==> src/rtl/apb_arbiter.sv <==
// ---------------------------------------------------------------------------
// apb_arbiter
//   Two-requester arbiter in front of a single APB master port. One transfer
//   is in flight at a time. Ties alternate between the requesters. An ACCESS
//   phase that never sees pready is aborted after TIMEOUT cycles.
//
// Handshake: a requester raises req[i] with its fields valid and holds all of
//   them until done[i] pulses. done[i] is a single-cycle pulse and is the only
//   acknowledge. rdata/err are meaningful only while done != 0. The requester
//   drops req[i] on the edge that samples done[i]=1. If req[i] is still high in
//   IDLE, it starts a new transfer.
//
// Ports
//   pclk, presetn         clock, asynchronous active-low reset
//   req[1:0]              per-requester transfer request
//   addr, wdata           packed per-requester slices (slice i = requester i)
//   write[1:0], strb[7:0] per-requester direction and byte strobes (4 bits each)
//   rdata, done, err      completion data, one-cycle done pulse, error flag
//   busy                  high whenever the FSM is not in IDLE
//   paddr..pstb           APB request fields (registered at grant)
//   psel, penable         APB phase controls
//   prdata, pready, perr  APB slave response
//   fsm_state             current FSM state (IDLE=0, SETUP=1, ACCESS=2, RESP=3)
// ---------------------------------------------------------------------------
module apb_arbiter #(
  parameter int unsigned ADDR_WIDTH = 32,
  parameter int unsigned DATA_WIDTH = 32,
  parameter int unsigned TIMEOUT    = 255
) (
  input  logic                      pclk,
  input  logic                      presetn,
  input  logic [1:0]                req,
  input  logic [2*ADDR_WIDTH-1:0]   addr,
  input  logic [2*DATA_WIDTH-1:0]   wdata,
  input  logic [1:0]                write,
  input  logic [7:0]                strb,
  output logic [DATA_WIDTH-1:0]     rdata,
  output logic [1:0]                done,
  output logic                      err,
  output logic                      busy,
  output logic [ADDR_WIDTH-1:0]     paddr,
  output logic [DATA_WIDTH-1:0]     pwdata,
  output logic                      pwrite,
  output logic [3:0]                pstb,
  output logic                      psel,
  output logic                      penable,
  input  logic [DATA_WIDTH-1:0]     prdata,
  input  logic                      pready,
  input  logic                      perr,
  output logic [1:0]                fsm_state
);

  typedef enum logic [1:0] {
    IDLE   = 2'd0,
    SETUP  = 2'd1,
    ACCESS = 2'd2,
    RESP   = 2'd3
  } state_t;

  // The counter value on the last permitted ACCESS cycle.
  localparam logic [7:0] CNT_LAST = 8'(TIMEOUT - 1);

  state_t                state, state_next;
  logic                  grant;       // index of the requester in flight
  logic                  last_grant;  // index of the most recent grant
  logic                  grant_sel;   // winner of the current arbitration
  logic [7:0]            cnt;
  logic [DATA_WIDTH-1:0] rdata_q;
  logic                  err_q;
  logic                  start;
  logic                  access_ok;
  logic                  access_to;
  logic                  access_wait;

  // Next-state logic, including the qualifiers the datapath uses.
  always_comb begin
    state_next  = state;
    start       = 1'b0;
    access_ok   = 1'b0;
    access_to   = 1'b0;
    access_wait = 1'b0;
    // A lone requester wins. On a tie, the requester not granted last wins.
    grant_sel   = (req == 2'b11) ? ~last_grant : req[1];
    case (state)
      IDLE: begin
        if (req != 2'b00) begin
          start      = 1'b1;
          state_next = SETUP;
        end
      end
      SETUP: state_next = ACCESS;
      ACCESS: begin
        // pready takes priority over the timeout on the final permitted cycle.
        if (pready) begin
          access_ok  = 1'b1;
          state_next = RESP;
        end else if (cnt == CNT_LAST) begin
          access_to  = 1'b1;
          state_next = RESP;
        end else begin
          access_wait = 1'b1;
        end
      end
      RESP: state_next = IDLE;
      default: state_next = IDLE;
    endcase
  end

  always_ff @(posedge pclk or negedge presetn) begin
    if (!presetn) state <= IDLE;
    else          state <= state_next;
  end

  // Grant bookkeeping, request-field capture, timeout counter and response capture.
  always_ff @(posedge pclk or negedge presetn) begin
    if (!presetn) begin
      grant      <= 1'b0;
      last_grant <= 1'b1;
      cnt        <= 8'd0;
      paddr      <= '0;
      pwdata     <= '0;
      pwrite     <= 1'b0;
      pstb       <= 4'b0000;
      rdata_q    <= '0;
      err_q      <= 1'b0;
    end else begin
      if (start) begin
        grant      <= grant_sel;
        last_grant <= grant_sel;
        cnt        <= 8'd0;
        paddr      <= grant_sel ? addr[2*ADDR_WIDTH-1:ADDR_WIDTH] : addr[ADDR_WIDTH-1:0];
        pwdata     <= grant_sel ? wdata[2*DATA_WIDTH-1:DATA_WIDTH] : wdata[DATA_WIDTH-1:0];
        pwrite     <= write[grant_sel];
        // Reads never carry byte strobes.
        pstb       <= write[grant_sel] ? (grant_sel ? strb[7:4] : strb[3:0]) : 4'b0000;
      end
      if (access_wait) cnt <= cnt + 8'd1;
      if (access_ok) begin
        rdata_q <= prdata;
        err_q   <= perr;
      end
      if (access_to) begin
        rdata_q <= '0;
        err_q   <= 1'b1;
      end
    end
  end

  // Outputs decode from the state, so reset clears them immediately.
  always_comb begin
    psel      = (state == SETUP) || (state == ACCESS);
    penable   = (state == ACCESS);
    busy      = (state != IDLE);
    done      = 2'b00;
    rdata     = '0;
    err       = 1'b0;
    fsm_state = state;
    if (state == RESP) begin
      done  = grant ? 2'b10 : 2'b01;
      rdata = rdata_q;
      err   = err_q;
    end
  end

endmodule

==> config.mk <==
export PLATFORM = sky130hd
export DESIGN_NAME = apb_arbiter
export DESIGN_NICKNAME = d
export VERILOG_FILES = /design/src/rtl/apb_arbiter.sv
export SDC_FILE = /design/constraint.sdc
export NUM_CORES = 1
export LEC_CHECK = 0
export CORE_MARGIN = 2
export CORE_UTILIZATION = 42
export CTS_CLUSTER_DIAMETER = 80
export DETAILED_ROUTE_END_ITERATION = 8
export GPL_TIMING_DRIVEN = 0
export PLACE_DENSITY_LB_ADDON = 0.25
export SKIP_CTS_REPAIR_TIMING = 1
export SLEW_MARGIN = 15
export SYNTH_ARGS = -nofsm -noshare
export SYNTH_HDL_FRONTEND = slang
export SYNTH_SLANG_ARGS = --single-unit
==> constraint.sdc <==
create_clock -name pclk -period 3.7 [get_ports pclk]
set_clock_uncertainty 0.1 [all_clocks]
set_input_delay 0.74 -clock pclk [delete_from_list [all_inputs] [get_ports pclk]]
set_output_delay 0.74 -clock pclk [all_outputs]
set_load 0.02 [all_outputs]
==> results.py, run 1 <==
metrics = {
    "pwr": {
        "ir_drop_mv": 0.423,
        "p_leak_uw": 0.00392,
        "powerDensity_nw_per_um2": 783,
        "power_uw": 6970,
    },
    "floorplanning": {
        "start_util_pct": 43.5,
        "std_cell_rows": 40,
        "core_um2": 12100,
        "dieWidth_um": 116,
        "boundaryPins": 285,
        "die_area_um2": 13400,
        "die_height_um": 116,
    },
    "global_route": {
        "grt-ovfl-total": 0,
        "antenna_found_initial": 0,
        "grtUsageTotal_pct": 24.7,
        "grt_first_pass_wirelength_um": 25300,
        "grt_max_degree": 60,
        "grt_pass1_vias": 4999,
    },
    "timing": {
        "slew_viol_final": 0,
        "hold_viol": 0,
        "grt_setup_unrepaired": "no",
        "worst_slew_pin_slew_ns": 0.522,
        "min_period_ns": 3.13,
        "fin_crit_sh_pct": 84.5,
        "max_freq_ghz": 0.320,
        "setup_violations": 0,
        "setup_slack_ns": 0.574,
        "holdWs_ns": 0.199,
        "max_slew_margin_pct": 65.2,
    },
    "cts": {
        "clockRootBuffer": "clkbuf_16",
        "clk_pin_slew_ns": 0.05,
        "clock_sinks": 114,
        "cts_tree": "done",
        "htreeDepth": 4,
        "cts_buffer_depth": 2,
        "clock_latency_ns": 0.40,
        "cts_buffers": 17,
    },
    "worst_hold_path": {
        "min_path_type": "in2async",
    },
    "worst_setup_path": {
        "rr_endpoint": "pwdata[15]",
        "rr_startpoint": "fsm_state[1]",
        "path_cells": "ha_1, clkbuf_1, and2_1, clkdlybuf4s50_1",
        "worstSetupPathType": "reg2out",
        "critPathMaxFanout": 10,
        "arrival_ns": 2.29,
        "cp_num_cells": 4,
        "end_kind": "output pin",
        "cp_top_family": "buffers and inverters",
        "ff2ff_path_depth": 7,
        "r2r_slack_ns": 1.63,
        "max_stage_delay_ns": 0.61,
        "cp.required_ns": 2.86,
        "startpoint_type": "flip-flop",
        "crit_path_top_delay_cell": "clkdlybuf4s50_1",
        "path_buf_inv": 2,
    },
    "routing": {
        "drt_first_pass_iters": 4,
        "final_antenna_net_count": 0,
        "vias": 4844,
        "drc": 0,
        "drtIter0Drc": 264,
        "vias_per_cell": 5.01,
        "wirelength_um": 16400,
        "wl_per_cell_um": 17.0,
    },
    "yosys": {
        "synth.distinct_cells": 34,
        "syn_nets": 664,
        "syn_area_per_cell_um2": 10.9,
        "yosys_warnings": 0,
        "synth-seq-cells": 114,
        "ys_seq_area_share_pct": 54.2,
        "syn_area_um2": 5270,
        "postSynthCellCount": 482,
    },
    "layout": {
        "num_antenna_cells": 0,
        "layout_common_cells": "283 x clkdlybuf4s50_1, 113 x dfrtp_1, 72 x nand2_1, 70 x mux2i_1, 60 x o21ai_0",
        "nets": 968,
        "fillerInstances": 898,
        "fin_util_pct": 73.5,
        "syn2layout_area_growth_pct": 69.2,
        "drive_gt1_share_pct": 7.14,
        "final_common_cell": "clkdlybuf4s50_1",
    },
    "placement": {
        "dp_slack_ns": 0.886,
        "place_hpwl_um": 12700,
        "gp_congestion": 0.793,
        "io_buffers": 284,
    },
    "outcome": {
        "status": "completed",
    },
    "job": {
        "cap_viol_max_count": 0,
    },
}
[stage by stage]
step	TNS (ns)	cell area, um^2	std cells
4_1_cts	0	8910	966
5_1_grt	0	8910	966
3_3_place_gp	-271.82	8320	934
2_1_floorplan	0	5270	482
6_report	0	8910	966
3_5_place_dp	0	8350	935
[worst max-delay path by stage]
stage,start,endpoint,slack [ns]
after detailed placement,req[0],pwdata[14],0.89
after global routing,fsm_state[1],rdata[14],0.40
final,fsm_state[1],rdata[14],0.57
after global placement,presetn,paddr[5],-2.40
after CTS,fsm_state[1],rdata[19],0.51
after floorplan,fsm_state[1],rdata[10],1.65
[routing by layer]
| metal | vias up | part of all wire (%) | global-route usage, % |
|---|---|---|---|
| li1 | 2290 | - | - |
| met1 | 2303 | 37 | 27.3 |
| met2 | 217 | 51 | 43.2 |
| met3 | 34 | 9.7 | 9.31 |
| met4 | 0 | 2.4 | 9.37 |
| met5 | - | 0 | 0 |
[cell families after synthesis]
| kind of cell | Yosys count | share of synthesized area, % |
|---|---|---|
| AND/OR/NAND/NOR | 127 | 11.5 |
| XOR/XNOR | 1 | 0.166 |
| adder cells (fa/ha/maj) | 6 | 1.43 |
| buffers and inverters | 39 | 3.92 |
| multiplexers | 73 | 13.9 |
| flip-flops | 114 | 54.2 |
| AO/OA/AOI/OAI | 122 | 14.9 |
[state kept, by name, summed over array words and instances (netlist names)]
name / flops
fsm_state: 2
rdata_q: 32
grant: 1
pwdata: 32
paddr: 32
pwrite: 1
pstb: 4
err_q: 1
cnt: 8
last_grant: 1
[Yosys cell counts]
cell / instances / area [um^2]
mux2_2: 2 / 22.5
buf_4: 8 / 60.1
a21o_1: 2 / 15.0
a21oi_1: 5 / 25.0
o21ai_0: 60 / 300
and2b_1: 1 / 7.51
dfrtp_1: 113 / 2830
inv_1: 5 / 18.8
nand3_1: 6 / 30.0
a31o_2: 3 / 26.3
mux2i_1: 70 / 701
clkbuf_1: 18 / 67.6
or2_1: 1 / 6.26
a22o_1: 33 / 289
nor2_1: 3 / 11.3
a31oi_1: 1 / 6.26
dfstp_2: 1 / 26.3
nand2_1: 72 / 270
a21boi_2: 1 / 11.3
o21ai_2: 2 / 17.5
ha_1: 6 / 75.1
nand4_2: 1 / 12.5
nor3_1: 2 / 10.0
and2_1: 35 / 219
xnor2_1: 1 / 8.76
o31a_2: 1 / 10.0
o21ai_1: 13 / 65.1
o21ai_4: 1 / 16.3
or3_1: 2 / 12.5
buf_2: 6 / 30.0
mux2_1: 1 / 11.3
nor2b_1: 2 / 12.5
nand2b_1: 2 / 12.5
buf_8: 2 / 30.0
[area by class of cell]
class	instances	area [um^2]	share of cell area (%)
Inverter	5	18.8	0.211
Tap cell	168	210	2.36
Timing Repair Buffer	285	2870	32.2
Sequential cell	114	2850	32.0
Multi-Input combinational cell	329	2200	24.8
Clock buffer	26	509	5.72
Clock inverter	5	50.0	0.562
Buffer	34	188	2.11
[power breakdown]
part           leakage, uW  switching [uW]  internal (uW)  total [uW]
Clock             0.000280             518           1000        1520
Sequential         0.00143             316           1820        2140
Combinational      0.00222            1740           1570        3310
Power figures use the tool's default switching activity.
==> run 2: changes to the inputs <==
--- a/config.mk
+++ b/config.mk
@@ -6,7 +6,7 @@
 export NUM_CORES = 1
 export LEC_CHECK = 0
 export CORE_MARGIN = 2
-export CORE_UTILIZATION = 42
+export CORE_UTILIZATION = 39
 export CTS_CLUSTER_DIAMETER = 80
 export DETAILED_ROUTE_END_ITERATION = 8
 export GPL_TIMING_DRIVEN = 0
==> constraint.sdc (replaced) <==
create_clock -name pclk -period 3 [get_ports pclk]
set_clock_uncertainty 0.1 [all_clocks]
set_input_delay 0.6 -clock pclk [delete_from_list [all_inputs] [get_ports pclk]]
set_output_delay 0.6 -clock pclk [all_outputs]
set_load 0.02 [all_outputs]
==> results.py, run 2 (synthesis results as in run 1) <==
metrics = {
    "outcome": {
        "status": "completed",
    },
    "routing": {
        "wirelength_um": 16400,
        "drt_first_pass_iters": 4,
        "vias": 4821,
        "wl_per_cell_um": 16.9,
        "drtIter0Drc": 192,
        "drc": 0,
        "vias_per_cell": 4.94,
        "final_antenna_net_count": 0,
    },
    "worst_hold_path": {
        "min_from": "paddr[8]",
        "holdPathEnd": "paddr[8]",
        "min_path_type": "reg2reg",
        "hold_path_depth": 2,
    },
    "timing": {
        "hold_viol": 0,
        "setup_violations": 0,
        "holdWs_ns": 0.373,
        "min_period_ns": 2.84,
        "worst_slew_pin_slew_ns": 0.491,
        "max_freq_ghz": 0.352,
        "slew_viol_final": 0,
        "fin_crit_sh_pct": 94.6,
        "setup_slack_ns": 0.162,
        "grt_setup_unrepaired": "no",
        "max_slew_margin_pct": 67.3,
    },
    "layout": {
        "stdcell_area_um2": 8890,
        "num_antenna_cells": 0,
        "fillerInstances": 1018,
        "drive_gt1_share_pct": 6.88,
        "multi_input_area_um2": 2210,
        "layout_common_cells": "283 x clkdlybuf4s50_1, 113 x dfrtp_1, 72 x nand2_1, 70 x mux2i_1, 60 x o21ai_0",
        "final_common_cell": "clkdlybuf4s50_1",
        "final_cells": 976,
        "seq_area_um2": 2850,
        "reg_top3": "paddr: 32 flops, pwdata: 32 flops, rdata_q: 32 flops",
        "nets": 969,
        "syn2layout_area_growth_pct": 68.8,
    },
    "global_route": {
        "grt_first_pass_wirelength_um": 26300,
        "grtUsageTotal_pct": 23.4,
        "grt_max_degree": 87,
        "antenna_found_initial": 0,
        "grt_pass1_vias": 5140,
        "grt-ovfl-total": 0,
    },
    "floorplanning": {
        "die_height_um": 120,
        "boundaryPins": 285,
        "die_area_um2": 14400,
        "start_util_pct": 39.9,
        "std_cell_rows": 42,
        "core_um2": 13200,
        "dieWidth_um": 120,
    },
    "cts": {
        "cts_buffers": 17,
        "clockRootBuffer": "clkbuf_16",
        "htreeDepth": 4,
        "clock_latency_ns": 0.40,
        "clock_sinks": 114,
        "clk_pin_slew_ns": 0.05,
        "cts_buffer_depth": 2,
        "cts_tree": "done",
    },
    "worst_setup_path": {
        "cp.required_ns": 2.30,
        "rr_endpoint": "paddr[3]",
        "worstSetupPathType": "reg2out",
        "critPathMaxFanout": 10,
        "ff2ff_path_depth": 7,
        "rr_startpoint": "fsm_state[1]",
        "r2r_slack_ns": 0.96,
        "end_kind": "output pin",
        "arrival_ns": 2.14,
        "startpoint_type": "flip-flop",
    },
    "pwr": {
        "ir_drop_mv": 0.469,
        "p_leak_uw": 0.00390,
        "powerDensity_nw_per_um2": 956,
        "power_uw": 8500,
    },
    "placement": {
        "dp_slack_ns": 0.401,
        "placed_area_um2": 8360,
        "post-place-cells": 943,
        "gp_congestion": 0.768,
        "place_hpwl_um": 12400,
        "io_buffers": 284,
    },
    "job": {
        "cap_viol_max_count": 0,
    },
}
run 2: cell count changes in the layout (fill, tap and decap cells not counted), sizes merged:
| cell | delta |
|---|---|
| bufinv | -1 |
| dlygate4sd3 | +1 |
| clkinv | -3 |
| clkbuf | +5 |
run 2: stage by stage:
step	util, %	TNS, ns
finish	67.4	0
global route	67.4	0
CTS	67.2	-0.443
detailed placement	63.4	0
global placement	63.1	-340.03
floorplan	-	0
run 2: layout make-up:
type | count | share of cell area (%)
Sequential cell | 114 | 32.1
Tap cell | 176 | 2.48
Buffer | 34 | 2.15
Clock buffer | 31 | 5.72
Clock inverter | 1 | 0.0563
Inverter | 5 | 0.211
Multi-Input combinational cell | 329 | 24.8
Timing Repair Buffer | 286 | 32.4
run 2: worst max-delay path by stage:
| stage | endpoint | slack [ns] | startpoint | cells after the start |
|---|---|---|---|---|
| 6_report | rdata[27] | 0.16 | fsm_state[1] | 4 |
| 5_1_grt | rdata[16] | 0.05 | fsm_state[1] | 4 |
| 4_1_cts | rdata[27] | -0.06 | fsm_state[1] | 4 |
| 3_5_place_dp | rdata[27] | 0.40 | fsm_state[1] | 4 |
| 3_3_place_gp | paddr[2] | -3.00 | presetn | 1 |
| 2_1_floorplan | cnt[3] | 1.05 | fsm_state[0] | 6 |
run 2: report_power, final:
part | internal, uW | switching, uW
clock network | 1120 | 633
registers | 2250 | 403
logic | 1950 | 2150
run 2: per-layer routing:
| metal | track usage [%] | routed length (um) | up-vias |
|---|---|---|---|
| met4 | 8.75 | 389 | 0 |
| li1 | - | - | 2300 |
| met3 | 8.96 | 1420 | 32 |
| met2 | 39.8 | 8150 | 212 |
| met5 | 0 | 0 | - |
| met1 | 26.7 | 6480 | 2277 |
run 2: critical path: stages, from the launching register on:
cell and delay [ns]:
dfrtp_1 0.42, ha_2 0.30, clkbuf_2 0.23, and2_1 0.17, clkdlybuf4s50_1 0.62
==> run 3: changes to the inputs <==
--- a/config.mk
+++ b/config.mk
@@ -8,6 +8,7 @@
 export CORE_MARGIN = 2
 export CORE_UTILIZATION = 39
 export CTS_CLUSTER_DIAMETER = 80
+export CTS_CLUSTER_SIZE = 20
 export DETAILED_ROUTE_END_ITERATION = 8
 export GPL_TIMING_DRIVEN = 0
 export PLACE_DENSITY_LB_ADDON = 0.25
==> results of run 3 <==
The final DEF is identical to that of run 2; final timing and power are the same.
